<file path="config.mk">
export PLATFORM = sky130hd
export DESIGN_NAME = mvu_hpbank_reader
export DESIGN_NICKNAME = d
export VERILOG_FILES = /design/src/rtl/mvu_hpbank_reader.sv
export SDC_FILE = /design/constraint.sdc
export NUM_CORES = 1
export LEC_CHECK = 0
export ABC_CLOCK_PERIOD_IN_PS = 11800
export BUFFER_PORTS_ARGS = -buffer_cell sky130_fd_sc_hd__buf_4
export CELL_PAD_IN_SITES_DETAIL_PLACEMENT = 1
export CELL_PAD_IN_SITES_GLOBAL_PLACEMENT = 2
export CORE_UTILIZATION = 29
export DETAILED_ROUTE_END_ITERATION = 16
export PLACE_DENSITY_LB_ADDON = 0.05
export SETUP_SLACK_MARGIN = 0.05
export SKIP_CTS_REPAIR_TIMING = 1
export SYNTH_ARGS = -nofsm -noshare
export SYNTH_HDL_FRONTEND = slang
export SYNTH_SLANG_ARGS = --single-unit
</file>
<file path="constraint.sdc">
create_clock -name clk_i -period 11.8 [get_ports clk_i]
set_input_delay 0.59 -clock clk_i [delete_from_list [all_inputs] [get_ports clk_i]]
set_output_delay 0.59 -clock clk_i [all_outputs]
set_load 0.005 [all_outputs]
</file>
<file path="src/rtl/mvu_hpbank_reader.sv">
// mvu_hpbank_reader
//
// Streaming read engine for the MVU high-precision data bank. A start pulse
// launches a strided walk (base, base+stride, ...) of `length` one-word reads
// into the fixed-latency bank port. Returned words land in a credit-managed
// buffer and leave on a registered valid/ready stream with a last marker.
//
// Ports
//   clk_i            sole clock, rising edge
//   rst_ni           synchronous active-low reset
//   start_i          one-cycle transfer request, honoured only while idle
//   base_addr_i      first read address
//   stride_i         unsigned address increment per word (wraps mod 2^BADDR)
//   length_i         words to transfer, 0 = empty transfer
//   busy_o           transfer in progress (issuing or draining)
//   done_o           one-cycle pulse when a transfer completes
//   mem_rd_en_o      bank read strobe
//   mem_rd_addr_o    bank read address
//   mem_rd_data_i    bank read data, valid RDLAT cycles after the strobe
//   out_valid_o      output word available
//   out_data_o       output word
//   out_last_o       marks the final word of a transfer
//   out_ready_i      consumer accept
//
// Buffering: the output register plus a (DEPTH-1)-entry FIFO together hold
// DEPTH words. A read is issued only when every word already stored or still
// in flight, minus the one leaving this cycle, leaves room for it, so the
// buffer can never overflow. DEPTH must be at least RDLAT+2 for full rate.

module mvu_hpbank_reader #(
  parameter int unsigned BADDR = 12,
  parameter int unsigned BWORD = 32,
  parameter int unsigned BLEN  = 12,
  parameter int unsigned RDLAT = 2,
  parameter int unsigned DEPTH = 4
) (
  input  logic             clk_i,
  input  logic             rst_ni,
  input  logic             start_i,
  input  logic [BADDR-1:0] base_addr_i,
  input  logic [BADDR-1:0] stride_i,
  input  logic [BLEN-1:0]  length_i,
  output logic             busy_o,
  output logic             done_o,
  output logic             mem_rd_en_o,
  output logic [BADDR-1:0] mem_rd_addr_o,
  input  logic [BWORD-1:0] mem_rd_data_i,
  output logic             out_valid_o,
  output logic [BWORD-1:0] out_data_o,
  output logic             out_last_o,
  input  logic             out_ready_i
);

  localparam logic [1:0] StIdle  = 2'd0;
  localparam logic [1:0] StIssue = 2'd1;
  localparam logic [1:0] StDrain = 2'd2;
  localparam logic [1:0] StFin   = 2'd3;

  // FIFO behind the output register
  localparam int unsigned FD = DEPTH - 1;
  localparam int unsigned PW = (FD > 1) ? $clog2(FD) : 1;
  // Wide enough for occupancy + in-flight (<= DEPTH + RDLAT) and DEPTH + 1
  localparam int unsigned CW = $clog2(DEPTH + RDLAT + 2);

  // Control state
  logic [1:0]       state_q, state_d;
  logic [BADDR-1:0] addr_q, addr_d;
  logic [BADDR-1:0] stride_q, stride_d;
  logic [BLEN-1:0]  len_q, len_d;
  logic [BLEN-1:0]  cnt_q, cnt_d;

  // In-flight tracking: one bit per outstanding bank read, plus its last flag
  logic [RDLAT-1:0] vld_q, vld_d;
  logic [RDLAT-1:0] lst_q, lst_d;

  // Word buffer
  logic [BWORD-1:0] fifo_data_q [FD];
  logic             fifo_last_q [FD];
  logic [PW-1:0]    wr_ptr_q, wr_ptr_d;
  logic [PW-1:0]    rd_ptr_q, rd_ptr_d;
  logic [CW-1:0]    fifo_cnt_q, fifo_cnt_d;

  // Registered output stage
  logic             out_valid_q, out_valid_d;
  logic [BWORD-1:0] out_data_q, out_data_d;
  logic             out_last_q, out_last_d;

  // Datapath strobes
  logic          pop;
  logic          rd_en;
  logic          last_rd;
  logic          credit_ok;
  logic [CW-1:0] inflight;
  logic [CW-1:0] occ;
  logic          in_vld;
  logic          in_last;
  logic          load;
  logic          fifo_empty;
  logic          fifo_pop;
  logic          fifo_push;
  logic          bypass;

  //--------------------------------------------------------------------------
  // Credit check
  //--------------------------------------------------------------------------
  assign pop = out_valid_q & out_ready_i;

  always_comb begin
    inflight = '0;
    for (int unsigned i = 0; i < RDLAT; i++) begin
      inflight = inflight + CW'(vld_q[i]);
    end
  end

  assign occ = fifo_cnt_q + CW'(out_valid_q);

  // occ + inflight - pop < DEPTH, rearranged to avoid underflow
  assign credit_ok = (occ + inflight) < (CW'(DEPTH) + CW'(pop));
  assign rd_en     = (state_q == StIssue) && credit_ok;
  assign last_rd   = rd_en && (cnt_q == (len_q - BLEN'(1)));

  //--------------------------------------------------------------------------
  // Transfer FSM
  //--------------------------------------------------------------------------
  always_comb begin
    state_d  = state_q;
    addr_d   = addr_q;
    stride_d = stride_q;
    len_d    = len_q;
    cnt_d    = cnt_q;
    case (state_q)
      StIdle: begin
        if (start_i) begin
          if (length_i != '0) begin
            state_d  = StIssue;
            addr_d   = base_addr_i;
            stride_d = stride_i;
            len_d    = length_i;
            cnt_d    = '0;
          end else begin
            state_d = StFin;
          end
        end
      end
      StIssue: begin
        if (rd_en) begin
          addr_d = addr_q + stride_q;
          cnt_d  = cnt_q + BLEN'(1);
          if (last_rd) begin
            state_d = StDrain;
          end
        end
      end
      StDrain: begin
        if (pop && out_last_q) begin
          state_d = StFin;
        end
      end
      StFin: begin
        state_d = StIdle;
      end
      default: begin
        state_d = StIdle;
      end
    endcase
  end

  //--------------------------------------------------------------------------
  // Bank-latency shift: bit RDLAT-1 marks data present on mem_rd_data_i now
  //--------------------------------------------------------------------------
  always_comb begin
    vld_d    = '0;
    lst_d    = '0;
    vld_d[0] = rd_en;
    lst_d[0] = last_rd;
    for (int unsigned i = 1; i < RDLAT; i++) begin
      vld_d[i] = vld_q[i-1];
      lst_d[i] = lst_q[i-1];
    end
  end

  assign in_vld  = vld_q[RDLAT-1];
  assign in_last = lst_q[RDLAT-1];

  //--------------------------------------------------------------------------
  // Buffer and output register
  //--------------------------------------------------------------------------
  assign load       = !out_valid_q || pop;
  assign fifo_empty = (fifo_cnt_q == '0);
  assign fifo_pop   = load && !fifo_empty;
  // An arriving word skips the FIFO only when nothing older is queued
  assign bypass     = load && fifo_empty && in_vld;
  assign fifo_push  = in_vld && !bypass;

  always_comb begin
    out_valid_d = out_valid_q;
    out_data_d  = out_data_q;
    out_last_d  = out_last_q;
    if (load) begin
      if (!fifo_empty) begin
        out_valid_d = 1'b1;
        out_data_d  = fifo_data_q[rd_ptr_q];
        out_last_d  = fifo_last_q[rd_ptr_q];
      end else if (in_vld) begin
        out_valid_d = 1'b1;
        out_data_d  = mem_rd_data_i;
        out_last_d  = in_last;
      end else begin
        out_valid_d = 1'b0;
      end
    end
  end

  always_comb begin
    wr_ptr_d   = wr_ptr_q;
    rd_ptr_d   = rd_ptr_q;
    fifo_cnt_d = fifo_cnt_q + CW'(fifo_push) - CW'(fifo_pop);
    if (fifo_push) begin
      wr_ptr_d = (wr_ptr_q == PW'(FD - 1)) ? '0 : wr_ptr_q + PW'(1);
    end
    if (fifo_pop) begin
      rd_ptr_d = (rd_ptr_q == PW'(FD - 1)) ? '0 : rd_ptr_q + PW'(1);
    end
  end

  //--------------------------------------------------------------------------
  // State registers
  //--------------------------------------------------------------------------
  always_ff @(posedge clk_i) begin
    if (!rst_ni) begin
      state_q     <= StIdle;
      addr_q      <= '0;
      stride_q    <= '0;
      len_q       <= '0;
      cnt_q       <= '0;
      vld_q       <= '0;
      lst_q       <= '0;
      wr_ptr_q    <= '0;
      rd_ptr_q    <= '0;
      fifo_cnt_q  <= '0;
      out_valid_q <= 1'b0;
      out_data_q  <= '0;
      out_last_q  <= 1'b0;
    end else begin
      state_q     <= state_d;
      addr_q      <= addr_d;
      stride_q    <= stride_d;
      len_q       <= len_d;
      cnt_q       <= cnt_d;
      vld_q       <= vld_d;
      lst_q       <= lst_d;
      wr_ptr_q    <= wr_ptr_d;
      rd_ptr_q    <= rd_ptr_d;
      fifo_cnt_q  <= fifo_cnt_d;
      out_valid_q <= out_valid_d;
      out_data_q  <= out_data_d;
      out_last_q  <= out_last_d;
    end
  end

  // Storage array needs no reset: the pointers and count define its contents
  always_ff @(posedge clk_i) begin
    if (fifo_push) begin
      fifo_data_q[wr_ptr_q] <= mem_rd_data_i;
      fifo_last_q[wr_ptr_q] <= in_last;
    end
  end

  //--------------------------------------------------------------------------
  // Outputs
  //--------------------------------------------------------------------------
  assign busy_o        = (state_q == StIssue) || (state_q == StDrain);
  assign done_o        = (state_q == StFin);
  assign mem_rd_en_o   = rd_en;
  assign mem_rd_addr_o = addr_q;
  assign out_valid_o   = out_valid_q;
  assign out_data_o    = out_data_q;
  assign out_last_o    = out_last_q;

endmodule

</file>
==> qor.txt, run 1 <==
outcome = complete, no violations
root buffer cell = clkbuf_16
clk sink count = 196
Cell Pwr Density = 222 nW/um2
final WL = 22300 um
Crit Path Category = reg2reg
DR vias/cell = 4.82
cell area after synthesis = 8640 um2
first-pass GRT wire length = 35500 um
FMAX = 285 MHz
Max Clock Skew = 0.0150 ns
Hold Path Stages = 1
flops & latches, synth = 196
clock slew at reported path FFs = 0.08 ns
initial core utilization = 0.298
Cells after Synth = 811
CP max FO = 5
CP max stage delay = 0.59 ns
site row count = 62
yosys warns = 0
Async S/R FF share, synth = 0
R2R Setup Slk = 8.29 ns
Synth area leaders = edfxtp_1, dfxtp_1, mux2i_1
port bufs = 120
Antenna Nets Post-Route = 0
Vias = 6324
TritonCTS buffer count = 17
Final min period = 3.51 ns
type of the tightest min-delay check = in2reg
DRT iter0 DRCs = 189
cells on worst reg2reg path = 10
Die W = 175 um
layout cells sized above 1 = 0.196
setup TNS = 0 ns
Leak Pwr = 3.94 nW
remaining global-route overflow = 0
Chip Height = 175 um
worst hold endpoint = fifo_data_q[2][14]$_DFFE_PP_
Least-Margin Pin Slew = 0.899 ns
unrepaired setup endpoints after global routing = false
GRT Overall Usage = 0.149
per-cell routed wire length = 17.0 um
vias in the first global route = 6640
syn_nets = 908
clk_lat worst skew = 0.43 ns
gpl congestion = 0.760
Synth Flop Type = edfxtp_1
Die ar. = 30500 um2
Critical Path Sink Type = flip-flop
number of synthesized flops with an enable pin = 99
IO Pins = 121
slowest cell on the critical path = or4_1
post-route cell area = 10500 um2
Commonest cells post-synth = nand2_1, nor2_1, edfxtp_1
count leader, synth = nand2_1
fin crit share = 0.298
synth unique cells = 57
DP HPWL = 15100 um
top-area cell type share of the netlist area = 0.344
Final nets = 1012
Worst Path Arrival = 3.84 ns
syn_area_per_cell = 10.7 um2
area grow syn2layout = 21.9%
placed inst area = 9960 um2
hold_sp = mem_rd_data_i[14]
largest net degree at the start of global routing = 67
Setup crit start kind = flip-flop
Synth area leader = edfxtp_1
peak supply drop = 124 uV
core area = 29000 um2
initial antenna violation count = 0
H-tree lvl count = 4
CP cell instances = fa_1, ha_1, fa_1, and4bb_2, o21ai_1, or4_1, nor4_2, a41o_2, a21oi_1, a311oi_1
R2R Path End = state_q[1]$_SDFFE_PN0P_
Setup-failing EPs final = 0
worst rel slew slack = 0.397
sequential share of the synthesized area = 0.569
clock buffer depth = 2
CP required = 12.13 ns
RR Startpoint = out_valid_o$_SDFFE_PN0P_
Max Slew Vio Count = 0
CTS tree = yes
Crit path top cell by count = fa_1
# diodes = 0
Fin. Hold Viols = 0
Initial DRT Pass Iterations = 4
DRC viols = 0
Max-cap violations = 0
FILL cells = 3233
## worst max path at each step
stage                                   from                          end  slack, ns
global placement    fifo_cnt_q[0]$_SDFF_PN0_      state_q[1]$_SDFFE_PN0P_       8.43
floorplan           fifo_cnt_q[1]$_SDFF_PN0_  fifo_data_q[1][0]$_DFFE_PP_       7.77
detailed placement  fifo_cnt_q[0]$_SDFF_PN0_      state_q[1]$_SDFFE_PN0P_       8.27
CTS                 out_valid_o$_SDFFE_PN0P_      state_q[1]$_SDFFE_PN0P_       8.28
global route        out_valid_o$_SDFFE_PN0P_      state_q[0]$_SDFFE_PN0P_       8.06
finish              out_valid_o$_SDFFE_PN0P_      state_q[1]$_SDFFE_PN0P_       8.29
## stage by stage
stage | cells | power [mW] | worst slack, ns | util | hold WS (ns)
final | 1312 | 2.34 | 8.29 | 0.363 | 0.360
after global routing | 1312 | 2.51 | 8.06 | 0.363 | 0.340
after CTS | 1312 | 2.39 | 8.28 | 0.363 | 0.341
after detailed placement | 1280 | 1.81 | 8.27 | 0.343 | 0.455
after global placement | 1280 | 1.78 | 8.43 | 0.343 | 0.458
after floorplan | 811 | 1.48 | 7.77 | - | 0.412
## layout make-up
cell class              count  area (um2)  area share
inverters                  21        78.8     0.00748
well taps                 384         480      0.0456
clock inverters            14         143      0.0135
clock buffers              18         429      0.0407
repair buffers            131         983      0.0933
flip-flops and latches    196        4920       0.467
multi-input cells         548        3500       0.333
## logic make-up after synthesis
kind of cell | after synthesis | share of synthesized area
fa+ha+maj | 25 | 0.0397
flops | 196 | 0.569
xor+xnor | 36 | 0.0365
compound gates | 155 | 0.117
mux | 56 | 0.0649
buf+inv | 67 | 0.0307
simple gates | 276 | 0.142
## report_power, final
group	internal [mW]	switching, mW
Combinational	0.371	0.476
Clock	0.299	0.275
Sequential	0.819	0.101
Total	1.49	0.851
## cell usage in the layout (no fill, tap or decap), drive strengths merged, types with 8 or more instances in the layout
cell type / n
a211oi: 8
a21oi: 29
a311oi: 35
buf: 131
clkbuf: 18
dfxtp: 97
edfxtp: 99
ha: 21
inv: 27
mux2i: 56
nand2: 115
nor2: 101
nor3: 11
o21ai: 56
xnor2: 24
xor2: 12
## state kept, by name, summed over array words and instances (netlist names), named ones only
name,count
out_last_o,1
mem_rd_addr_o,12
fifo_last_q,3
fifo_cnt_q,3
cnt_q,12
vld_q,2
rd_ptr_q,2
wr_ptr_q,2
out_data_o,32
fifo_data_q,96
out_valid_o,1
len_q,12
lst_q,2
state_q,2
stride_q,12
## layer usage
layer  global-route usage  routed length (um)  up-vias
met2                0.261               11100       96
met5                    0                   0        -
met1                0.182               10000     3095
met4               0.0453                 331        0
met3               0.0315                 801       22
li1                     -                   -     3111
## worst max-delay path: cells and delay by family (launching register included)
family                     cells  cell delay [ns]
AOI/OAI and AO/OA              4             0.72
adders and majority gates      3             1.07
DFF                            1             0.43
and+or+nand+nor                3             1.21
Note: power is estimated with default switching activity, not from simulation.
==> inputs of run 2 (changes only) <==
--- a/config.mk
+++ b/config.mk
@@ -5,7 +5,8 @@
 export SDC_FILE = /design/constraint.sdc
 export NUM_CORES = 1
 export LEC_CHECK = 0
-export ABC_CLOCK_PERIOD_IN_PS = 11800
+export ABC_AREA = 1
+export ABC_CLOCK_PERIOD_IN_PS = 3100
 export BUFFER_PORTS_ARGS = -buffer_cell sky130_fd_sc_hd__buf_4
 export CELL_PAD_IN_SITES_DETAIL_PLACEMENT = 1
 export CELL_PAD_IN_SITES_GLOBAL_PLACEMENT = 2
==> constraint.sdc (replaced) <==
create_clock -name clk_i -period 3.1 [get_ports clk_i]
set_input_delay 0.155 -clock clk_i [delete_from_list [all_inputs] [get_ports clk_i]]
set_output_delay 0.155 -clock clk_i [all_outputs]
set_load 0.005 [all_outputs]
==> run 2 against run 1 <==
The flow now finishes with violations (negative hold slack). Clock-buffer cell count grew 3. Synthesized cell count increased by 17%. Clock skew rose by 0.0049 ns. Clock power rose to 3.6 times the previous value. Maximum frequency up 24%. Combinational power grew to 5.2 times the previous value. Global-route usage increased by 1.1 points. Largest power group is now combinational logic. Die area up 3.3%.
==> qor.txt, run 2 <==
Post-Layout Cell Count = 1499 (+14%)
Placed Cells incl. Taps = 1429 (+12%)
Synth area leaders = edfxtp_1, dfxtp_1, nand2_1
Synth area leader = edfxtp_1
Worst Path Arrival = 3.17 ns (-0.67 ns)
Compound-Gate Fraction of Synth Area = 0.145 (+0.0280)
Fin. Hold Viols = 5 (+5)
initial antenna violation count = 0 (unchanged)
sequential share of the synthesized area = 0.551 (-0.0181)
syn_area_per_cell = 9.44 um2 (-11%)
remaining global-route overflow = 0 (unchanged)
Crit Path Category = reg2reg
Post-Synth Simple-Gate Area = 0.159 (+0.0166)
CP required = 3.43 ns (-8.70 ns)
layout cells sized above 1 = 0.177 (-0.0194)
fin crit share = 0.913 (+0.616)
Cell Pwr Density = 904 nW/um2 (+310%)
post-synthesis mux area share = 0.0370 (-0.0279)
slowest cell on the critical path = fa_1
Final Util = 0.374 (+0.0109)
Die ar. = 31500 um2 (+3.3%)
yosys warns = 0 (unchanged)
Synth Flop Type = edfxtp_1
DP HPWL = 16900 um (+11%)
Adder-Cell Fraction of Synth Area = 0.0384 (-0.00126)
flops & latches, synth = 196 (unchanged)
clk sink count = 196 (unchanged)
most frequent cells in the layout = nand2_1, buf_4, nor2_1
DR vias/cell = 4.63 (-3.9%)
type of the tightest min-delay check = in2reg
Async S/R FF share, synth = 0 (unchanged)
per-cell routed wire length = 16.3 um (-4.1%)
gpl congestion = 0.732 (-3.7%)
Setup crit start kind = flip-flop
max FFs per register = 96 (unchanged)
count leader, synth = nand2_1
core area = 30000 um2 (+3.2%)
largest net degree at the start of global routing = 68 (+1.5%)
number of synthesized flops with an enable pin = 99 (unchanged)
Vias = 6944 (+9.8%)
Die W = 177 um (+1.6%)
DRC viols = 0 (unchanged)
IO Pins = 121 (unchanged)
syn_nets = 1042 (+15%)
Critical Path Sink Type = flip-flop
initial core utilization = 0.298 (about the same)
Commonest cells post-synth = nand2_1, nor2_1, edfxtp_1
outcome = complete, but fails checks
port bufs = 120 (unchanged)
Initial DRT Pass Iterations = 4 (unchanged)
Leak Pwr = 4.43 nW (+12%)
CP max FO = 11 (+6)
multi-input logic area = 3580 um2 (+2.1%)
Final min period = 2.83 ns (-0.680 ns)
pre-CTS WS = 0.132 ns (-8.14 ns)
CTS tree = yes
Max Slew Vio Count = 0 (unchanged)
root buffer cell = clkbuf_16
Antenna Nets Post-Route = 0 (unchanged)
Least-Margin Pin Slew = 1.01 ns (+0.113 ns)
FF+latch area = 4920 um2 (unchanged)
worst rel slew slack = 0.325 (-0.0728)
Max Clock Skew = 0.0200 ns (+0.00494 ns)
H-tree lvl count = 4 (unchanged)
Min Hold Slack = -0.0313 ns (-0.392 ns)
Top reg by flops = fifo_data_q
Critical path buffers and inverters = 2 (+2)
Crit path max-delay family = adder cells
CP cell instances = fa_1, ha_1, fa_1, nor2_1, nand2_1, nand2_2, o22ai_2, nor2_4, inv_2, nor2_4, inv_2, a21oi_1, nor3_1
failing checks = negative hold slack
main combinational cell family by area after synthesis = simple AND/OR/NAND/NOR gates
peak supply drop = 388 uV (+210%)
top-area cell type share of the netlist area = 0.333 (-0.0109)
Cells after Synth = 945 (+17%)
clock buffer depth = 2 (unchanged)
setup ws final = 0.269 ns (-8.02 ns)
CP max stage delay = 0.48 ns (-0.11 ns)
Final nets = 1193 (+18%)
most common cell after layout, fill and taps aside = nand2_1
GRT Overall Usage = 0.160 (+0.0111)
first-pass GRT wire length = 38600 um (+8.8%)
synth unique cells = 42 (-26%)
final WL = 24400 um (+9.6%)
DRT iter0 DRCs = 220 (+16%)
cell area after synthesis = 8920 um2 (+3.3%)
TritonCTS buffer count = 17 (unchanged)
area grow syn2layout = 25.5%
Setup-failing EPs final = 0 (unchanged)
clock slew at reported path FFs = 0.08 ns (about the same)
Max-cap violations = 0 (unchanged)
vias in the first global route = 7067 (+6.4%)
clk_lat worst skew = 0.44 ns (about the same)
unrepaired setup endpoints after global routing = false
FMAX = 353 MHz (+24%)
# diodes = 0 (unchanged)
post-synthesis xor/xnor area fraction = 0.0186 (-0.0178)
Chip Height = 177 um (+1.6%)
site row count = 63 (+1.6%)
FILL cells = 3477 (+7.5%)
## run 2: cell families after synthesis
| family | count (synthesis) |
|---|---|
| buffers and inverters | 110 |
| and+or+nand+nor | 342 |
| AOI/OAI and AO/OA | 220 |
| muxes | 33 |
| DFF | 196 |
| adders and majority gates | 25 |
| xor gates and xnor gates | 19 |
## run 2: per-stage QoR
stage	instance area, um2	power [mW]	setup TNS [ns]
global placement	10300	8.19	0
floorplan	8920	6.60	-32.00
CTS	10800	10.3	0
detailed placement	10300	8.20	0
global route	11200	11.0	0
finish	11200	10.1	0
## run 2: worst min-delay path, stage by stage
cell and delay (ns):
buf_4 0.07, o21ai_0 0.07, nor2_1 0.08
## run 2: metal layers
| metal | GRT usage | vias up | wire, um |
|---|---|---|---|
| met5 | 0 | - | 0 |
| met4 | 0.0392 | 0 | 253 |
| met3 | 0.0278 | 19 | 608 |
| met2 | 0.273 | 107 | 11800 |
| met1 | 0.208 | 3276 | 11800 |
| li1 | - | 3542 | - |
## run 2: report_power, final
part | leakage (nW) | internal [mW] | switching (mW)
logic | 2.47 | 1.84 | 2.59
clock network | 0.269 | 1.06 | 0.985
registers | 1.69 | 3.23 | 0.421
total | 4.43 | 6.13 | 4.00
## run 2: area by class of cell
class                   instances  area share
clock buffers                  21      0.0407
flip-flops and latches        196       0.439
multi-input cells             639       0.319
clock inverters                11     0.00670
well taps                     390      0.0436
inverters                      68      0.0228
repair buffers                174       0.128
## run 2: final timing paths
check	cells past startpoint	slack, ns	endpoint	start
setup reg to reg	13	0.27	mem_rd_addr_o[2]$_SDFFE_PN0P_	out_valid_o$_SDFFE_PN0P_
setup / recovery	13	0.27	mem_rd_addr_o[2]$_SDFFE_PN0P_	out_valid_o$_SDFFE_PN0P_
hold reg to reg	2	0.46	lst_q[1]$_SDFF_PN0_	lst_q[0]$_SDFF_PN0_
hold / removal	3	-0.03	stride_q[2]$_SDFFE_PN0P_	stride_i[2]
